==> config.mk <==
export PLATFORM = sky130hd
export DESIGN_NAME = inverse_permute_unit
export DESIGN_NICKNAME = d
export VERILOG_FILES = /design/src/rtl/inverse_permute_unit.sv
export SDC_FILE = /design/constraint.sdc
export NUM_CORES = 1
export LEC_CHECK = 0
export BUFFER_PORTS_ARGS = -buffer_cell sky130_fd_sc_hd__buf_4
export CORE_ASPECT_RATIO = 0.5
export CORE_MARGIN = 4
export CORE_UTILIZATION = 24
export DETAILED_ROUTE_END_ITERATION = 16
export PLACE_DENSITY_LB_ADDON = 0.25
export RECOVER_POWER = 50
export REMOVE_ABC_BUFFERS = 1
export SYNTH_ARGS = -nofsm -noshare
export SYNTH_HDL_FRONTEND = slang
export SYNTH_SLANG_ARGS = --single-unit
==> constraint.sdc <==
create_clock -name clk -period 1.7 [get_ports clk]
set_input_delay 0.34 -clock clk [delete_from_list [all_inputs] [get_ports clk]]
set_output_delay 0.34 -clock clk [all_outputs]
set_load 0.03 [all_outputs]
==> src/rtl/inverse_permute_unit.sv <==
// Inverse pi-step lane permutation over a framed stream of 25-bit state slices.
// One slice per cycle in, registered result out, valid/ready on both sides.
module inverse_permute_unit #(
  parameter int unsigned NUM_SLICES = 64,
  parameter int unsigned CNT_W      = 7
) (
  input  logic             clk,
  input  logic             rst,
  input  logic             start,
  input  logic             inv_en,
  input  logic             in_valid,
  output logic             in_ready,
  input  logic [24:0]      line_in,
  output logic             out_valid,
  input  logic             out_ready,
  output logic [24:0]      line_out,
  output logic [CNT_W-1:0] cnt_value,
  output logic             busy,
  output logic             done
);

  localparam logic [1:0] StIdle  = 2'd0;
  localparam logic [1:0] StRun   = 2'd1;
  localparam logic [1:0] StDrain = 2'd2;

  localparam logic [CNT_W-1:0] NumSlices = CNT_W'(NUM_SLICES);
  localparam logic [CNT_W-1:0] LastIdx   = CNT_W'(NUM_SLICES - 1);
  localparam logic [CNT_W-1:0] CntOne    = CNT_W'(1);

  logic [1:0]       state_q, state_d;
  logic [CNT_W-1:0] acc_cnt_q, acc_cnt_d;
  logic [CNT_W-1:0] out_cnt_q, out_cnt_d;
  logic             out_valid_q, out_valid_d;
  logic [24:0]      line_q, line_d;
  logic             done_q, done_d;

  logic [24:0]      perm;
  logic [24:0]      mapped;
  logic             in_ready_int;
  logic             accept;
  logic             fire;

  // Output lane (x,y) is fed from input lane (y, (2x+3y) mod 5).
  for (genvar y = 0; y < 5; y++) begin : g_row
    for (genvar x = 0; x < 5; x++) begin : g_col
      assign perm[5*y + x] = line_in[5*((2*x + 3*y) % 5) + y];
    end
  end

  assign mapped = inv_en ? perm : line_in;

  assign in_ready_int = (state_q == StRun) && (!out_valid_q || out_ready) &&
                        (acc_cnt_q < NumSlices);
  assign accept       = in_valid && in_ready_int;
  assign fire         = out_valid_q && out_ready;

  always_comb begin
    state_d     = state_q;
    acc_cnt_d   = acc_cnt_q;
    out_cnt_d   = out_cnt_q;
    out_valid_d = out_valid_q;
    line_d      = line_q;
    done_d      = 1'b0;

    // A new accept refills the output register even when it fires on the same edge.
    if (accept) begin
      line_d      = mapped;
      out_valid_d = 1'b1;
    end else if (fire) begin
      out_valid_d = 1'b0;
    end

    if (fire && (out_cnt_q != NumSlices)) begin
      out_cnt_d = out_cnt_q + CntOne;
    end

    case (state_q)
      StIdle: begin
        if (start) begin
          state_d   = StRun;
          acc_cnt_d = '0;
          out_cnt_d = '0;
        end
      end
      StRun: begin
        if (accept) begin
          acc_cnt_d = acc_cnt_q + CntOne;
          if (acc_cnt_q == LastIdx) begin
            state_d = StDrain;
          end
        end
      end
      StDrain: begin
        if (fire && (out_cnt_q == LastIdx)) begin
          state_d = StIdle;
          done_d  = 1'b1;
        end
      end
      default: begin
        state_d = StIdle;
      end
    endcase
  end

  always_ff @(posedge clk or negedge rst) begin
    if (!rst) begin
      state_q     <= StIdle;
      acc_cnt_q   <= '0;
      out_cnt_q   <= '0;
      out_valid_q <= 1'b0;
      line_q      <= '0;
      done_q      <= 1'b0;
    end else begin
      state_q     <= state_d;
      acc_cnt_q   <= acc_cnt_d;
      out_cnt_q   <= out_cnt_d;
      out_valid_q <= out_valid_d;
      line_q      <= line_d;
      done_q      <= done_d;
    end
  end

  assign in_ready  = in_ready_int;
  assign out_valid = out_valid_q;
  assign line_out  = line_q;
  assign cnt_value = out_cnt_q;
  assign busy      = (state_q == StRun) || (state_q == StDrain);
  assign done      = done_q;

endmodule

* Word level (Yosys, flattened, before mapping) *
Cells that the tools add are included.

operators by class
  eq/ne operators = 9
  reductions and logical operators = 14
  multiplexer cells = 16
  add/sub/neg operators = 2
  $lt $le $gt $ge = 1

operators with widths
  kind                   number
  $mux W7                5
  $mux W25               1
  $add A7 B1 Y7 const B  2
  $eq A7 B6 Y1 const B   2
  $pmux W7 S2            1
  $mux W2                4
  $lt A7 B7 Y1 const B   1
  $ne A7 B7 Y1 const B   1
  $logic_and A1 B1 Y1    6
  $ne A2 B2 Y1 const B   3
  $pmux W2 S3            1
  $mux W1                4
  $reduce_and A4 Y1      1
  $reduce_bool A2 Y1     2
  $reduce_and A3 Y1      1
  $eq A2 B1 Y1 const B   1
  $eq A2 B2 Y1 const B   1
  $logic_not A2 Y1       1
  $logic_or A1 B1 Y1     2
  $ne A2 B1 Y1 const B   1
  $logic_not A1 Y1       1

storage, ports and cells
  input bits = 31
  flip-flop bits (word level) = 43
  logic and storage cells = 48
  output and inout bits = 36

* Depth between registers and ports, before layout *
  depth after elaboration = 7
  gate-level depth with buffers = 6

* Worst setup path after synthesis *
No wires, ideal clock.

  kind = register to output
  from = register state_q[1]
  to = output port in_ready
  data arrival time = 1.574 ns
  path buffers = 0
  stages on the path, launching flop included = 5
  path slack = -0.214 ns
  cell sequence = dfrtp_1 > inv_1 > ha_1 > inv_1 > nor3_1

on the way
  longest elaborated chain between the ends = 3

ends and longest elaborated chain
  element                           line  RTL
  start, declared                   30    logic [1:0] state_q, state_d;
  start signal, assigned            107   state_q <= StIdle;
  start signal, assigned            114   state_q <= state_d;
  $eq A2 B1 Y1                      52    assign in_ready_int = (state_q == StRun) && (!out_valid_q || out_ready) &&
  $logic_and A1 B1 Y1 (2 in a row)  52
  end, declared                     12    output logic in_ready,

No other way between the ends.

* Worst setup path after layout *
Ends and elaborated chain as after synthesis.

==> run_results.csv <==
group,metric,value,unit
power,switching_share,42.5,%
sta,fin_skew,0.00550,ns
power,pwr-share-seq,32.8,%
sta,maxSlewHeadroom,26.2,%
logic_synthesis,synth-edff-count,0,
place,io_buffers,66,
cells_and_area,final_cell_count_no_fill,414,
cells_and_area,drive_gt1_share,26.9,%
setup_path,crit_chain,"inv_2, ha_4, inv_4, nor3_4, buf_6",
clock_tree,cts_tree,"done",
place,place_inst,402,
clock_tree,clock-sinks,43,
logic_synthesis,yosysTopAreaCellShare,48.8,%
logic_synthesis,netlist_top_cells_count,"dfrtp_1, nand2_1, o21ai_0, mux2i_1, nor2_1",
logic_synthesis,netlist_instances,222,
sta,fin_ws,0.0538,ns
clock_tree,htree_levels,2,
logic_synthesis,synth_seq_cells,43,
drt,drt_iter0_drc,93,
job,maxCapViolCount,0,
logic_synthesis,yosysWarnings,0,
drt,ant_nets,0,
logic_synthesis,synth.avg_cell_area,9.94,um^2
run_status,status,"complete, no violations",
setup_path,cp_top_family,"flip-flops",
logic_synthesis,syn_area,0.00221,mm^2
cells_and_area,syn_to_final_growth,36.5,%
drt,via_per_inst,4.43,
place,dpl_cell_area,0.00285,mm^2
sta,hold_viol_final,0,
floorplanning,design.die.area,0.0109,mm^2
grt,grt_pass1_vias,1860,
cells_and_area,diodes,0,
setup_path,required,1.36,ns
power,p_comb_share,47.2,%
setup_path,cp-end-kind,"primary output",
setup_path,cpMaxStageDelayCell,"dfrtp_1",
logic_synthesis,synth.yosys.seq_area_share,48.8,%
setup_path,arrival,1.31,ns
setup_path,critPathLaunchType,"flop",
floorplanning,core,0.00883,mm^2
drt,totalWireLength,5550,um
logic_synthesis,synth_cell_types,32,
sta,slew_violations,0,
drt,vias,1832,
sta,setup_viol,0,
sta,worst_pin_slew,1.11,ns
power,p_switching,2.11,mW
min_path,worstHoldPathType,"in2async",
cells_and_area,fin_nets,335,
setup_path,worst-path-max-fanout,3,
cells_and_area,final_area,0.00301,mm^2
power,cellLeakagePower,1.40,nW
clock_tree,cts_buffers,5,
setup_path,crit_type,"reg2out",
clock_tree,insertion_delay,0.28,ns
power,p_int,2.85,mW
power,power.density,1650,mW/mm^2
clock_tree,cts_hold_buf,0,
floorplanning,ios,67,
clock_tree,clockBufferDepth,2,
logic_synthesis,synth-main-ff-cell,"dfrtp_1",
grt,grt_pass1_wl,8910,um
floorplanning,start_util,25.0,%
place,place.gp.congestion,0.806,
power,irDropWorstVdd,0.485,mV
floorplanning,dieHeight,75.8,um
clock_tree,clk_pin_slew,0.06,ns
sta,max_freq,607,MHz
place,dp.final_hpwl,4210,um
sta,rsz0062_at_grt,"true",
logic_synthesis,async_reset_ff_share,100,%
drt,first_pass_iters,3,
power,clockPowerShare,20.0,%
drt,drc_errors,0,
sta,post-route-period-util,96.8,%
logic_synthesis,yosys.area.top_type,"dfrtp_1",
logic_synthesis,yosys-top-cells-area,"dfrtp_1, mux2i_1, o21ai_0",
drt,drt-wirelength-per-cell,13.4,um
floorplanning,die_w,144,um
clock_tree,cts_root_buffer,"clkbuf_16",
cells_and_area,nFillCells,937,
sta,final.min_clock_period,1.65,ns
grt,grt_max_degree,44,
setup_path,path_buf_inv,3,
grt,antenna_found_initial,0,
grt,grt_remaining_overflow,0,
place,place_ws,0.101,ns
setup_path,crit_path_max_incr_delay,0.39,ns
grt,track_usage,10.3,%
logic_synthesis,yosysMostFrequentCell,"dfrtp_1",
floorplanning,rows,24,
[power by group through the flow]
stage               combinational, mW  clock (mW)  sequential, mW
finish                           2.34       0.994            1.63
global route                     2.55        1.08            1.67
CTS                              2.43        1.04            1.63
detailed placement               2.39           0            1.64
global placement                 2.34           0            1.62
floorplan                       0.816           0            2.22
[cell usage in the layout (no fill, tap or decap), types with 2 or more instances in the layout]
master and instances:
nand2_1 35, nand3_1 7, a21oi_1 3, mux2_2 3
nor2_1 12, dfrtp_1 43, xor2_1 3, buf_4 57
clkbuf_8 2, clkbuf_1 18, xnor2_1 2, inv_1 5
o21ai_0 33, ha_1 7, mux2i_1 29, nor3_1 2
nand4_1 4, and2_1 3, nand2b_1 2, clkbuf_16 5
nor2b_2 2
[logic make-up after synthesis]
| logic type | share of synthesized area [%] |
|---|---|
| and+or+nand+nor | 16.4 |
| DFF | 48.8 |
| AOI/OAI and AO/OA | 10.7 |
| muxes | 14.7 |
| buffers and inverters | 2.95 |
| adders and majority gates | 4.54 |
| xor gates and xnor gates | 1.99 |
[worst paths after layout]
path	start	to	slack, ns	depth (start not counted)
max in group asynchronous	rst	line_out[8]	0.76	1
min in group clk	line_in[0]	line_out[0]	0.30	2
hold reg to reg	line_out[7]	line_out[7]	0.48	2
hold / removal	rst	line_out[7]	0.26	1
setup reg to reg	state_q[0]	state_q[1]	0.11	5
setup / recovery	state_q[1]	in_ready	0.05	5
[routing by layer]
metal	track usage (%)	part of all wire, %	vias up
met3	2.63	2.9	4
met1	12.3	46	887
met5	0	0	-
met4	2.82	0.88	0
met2	18.9	50	21
li1	-	-	920
[per-stage QoR]
step           setup TNS (ns)  total power, mW  hold WS [ns]  util [%]
2_1_floorplan           -8.72             3.03        0.0444         -
3_3_place_gp                0             3.96         0.373      32.3
3_5_place_dp                0             4.03         0.384      32.3
4_1_cts                     0             5.10        0.0795      34.4
5_1_grt               -0.0185             5.30         0.295      34.1
6_report                    0             4.96         0.262      34.1
[state kept, by name, summed over array words and instances (netlist names)]
signal,flops
line_out,25
done,1
out_valid,1
state_q,2
acc_cnt_q,7
cnt_value,7
[timing repair]
action,4_1_cts,5_1_grt
setup buffers,1,3
resized for setup,4,6
cloned,0,0
setup endpoints to repair,1,4
pin swaps,1,1
[cell type report]
type	count	area (um^2)	area share, %
multi-input cells	163	1100	36.4
clock buffers	8	156	5.19
repair buffers	76	508	16.9
well taps	117	146	4.86
flip-flops and latches	43	1080	35.7
inverters	7	28.8	0.956
Power figures use the tool's default switching activity.
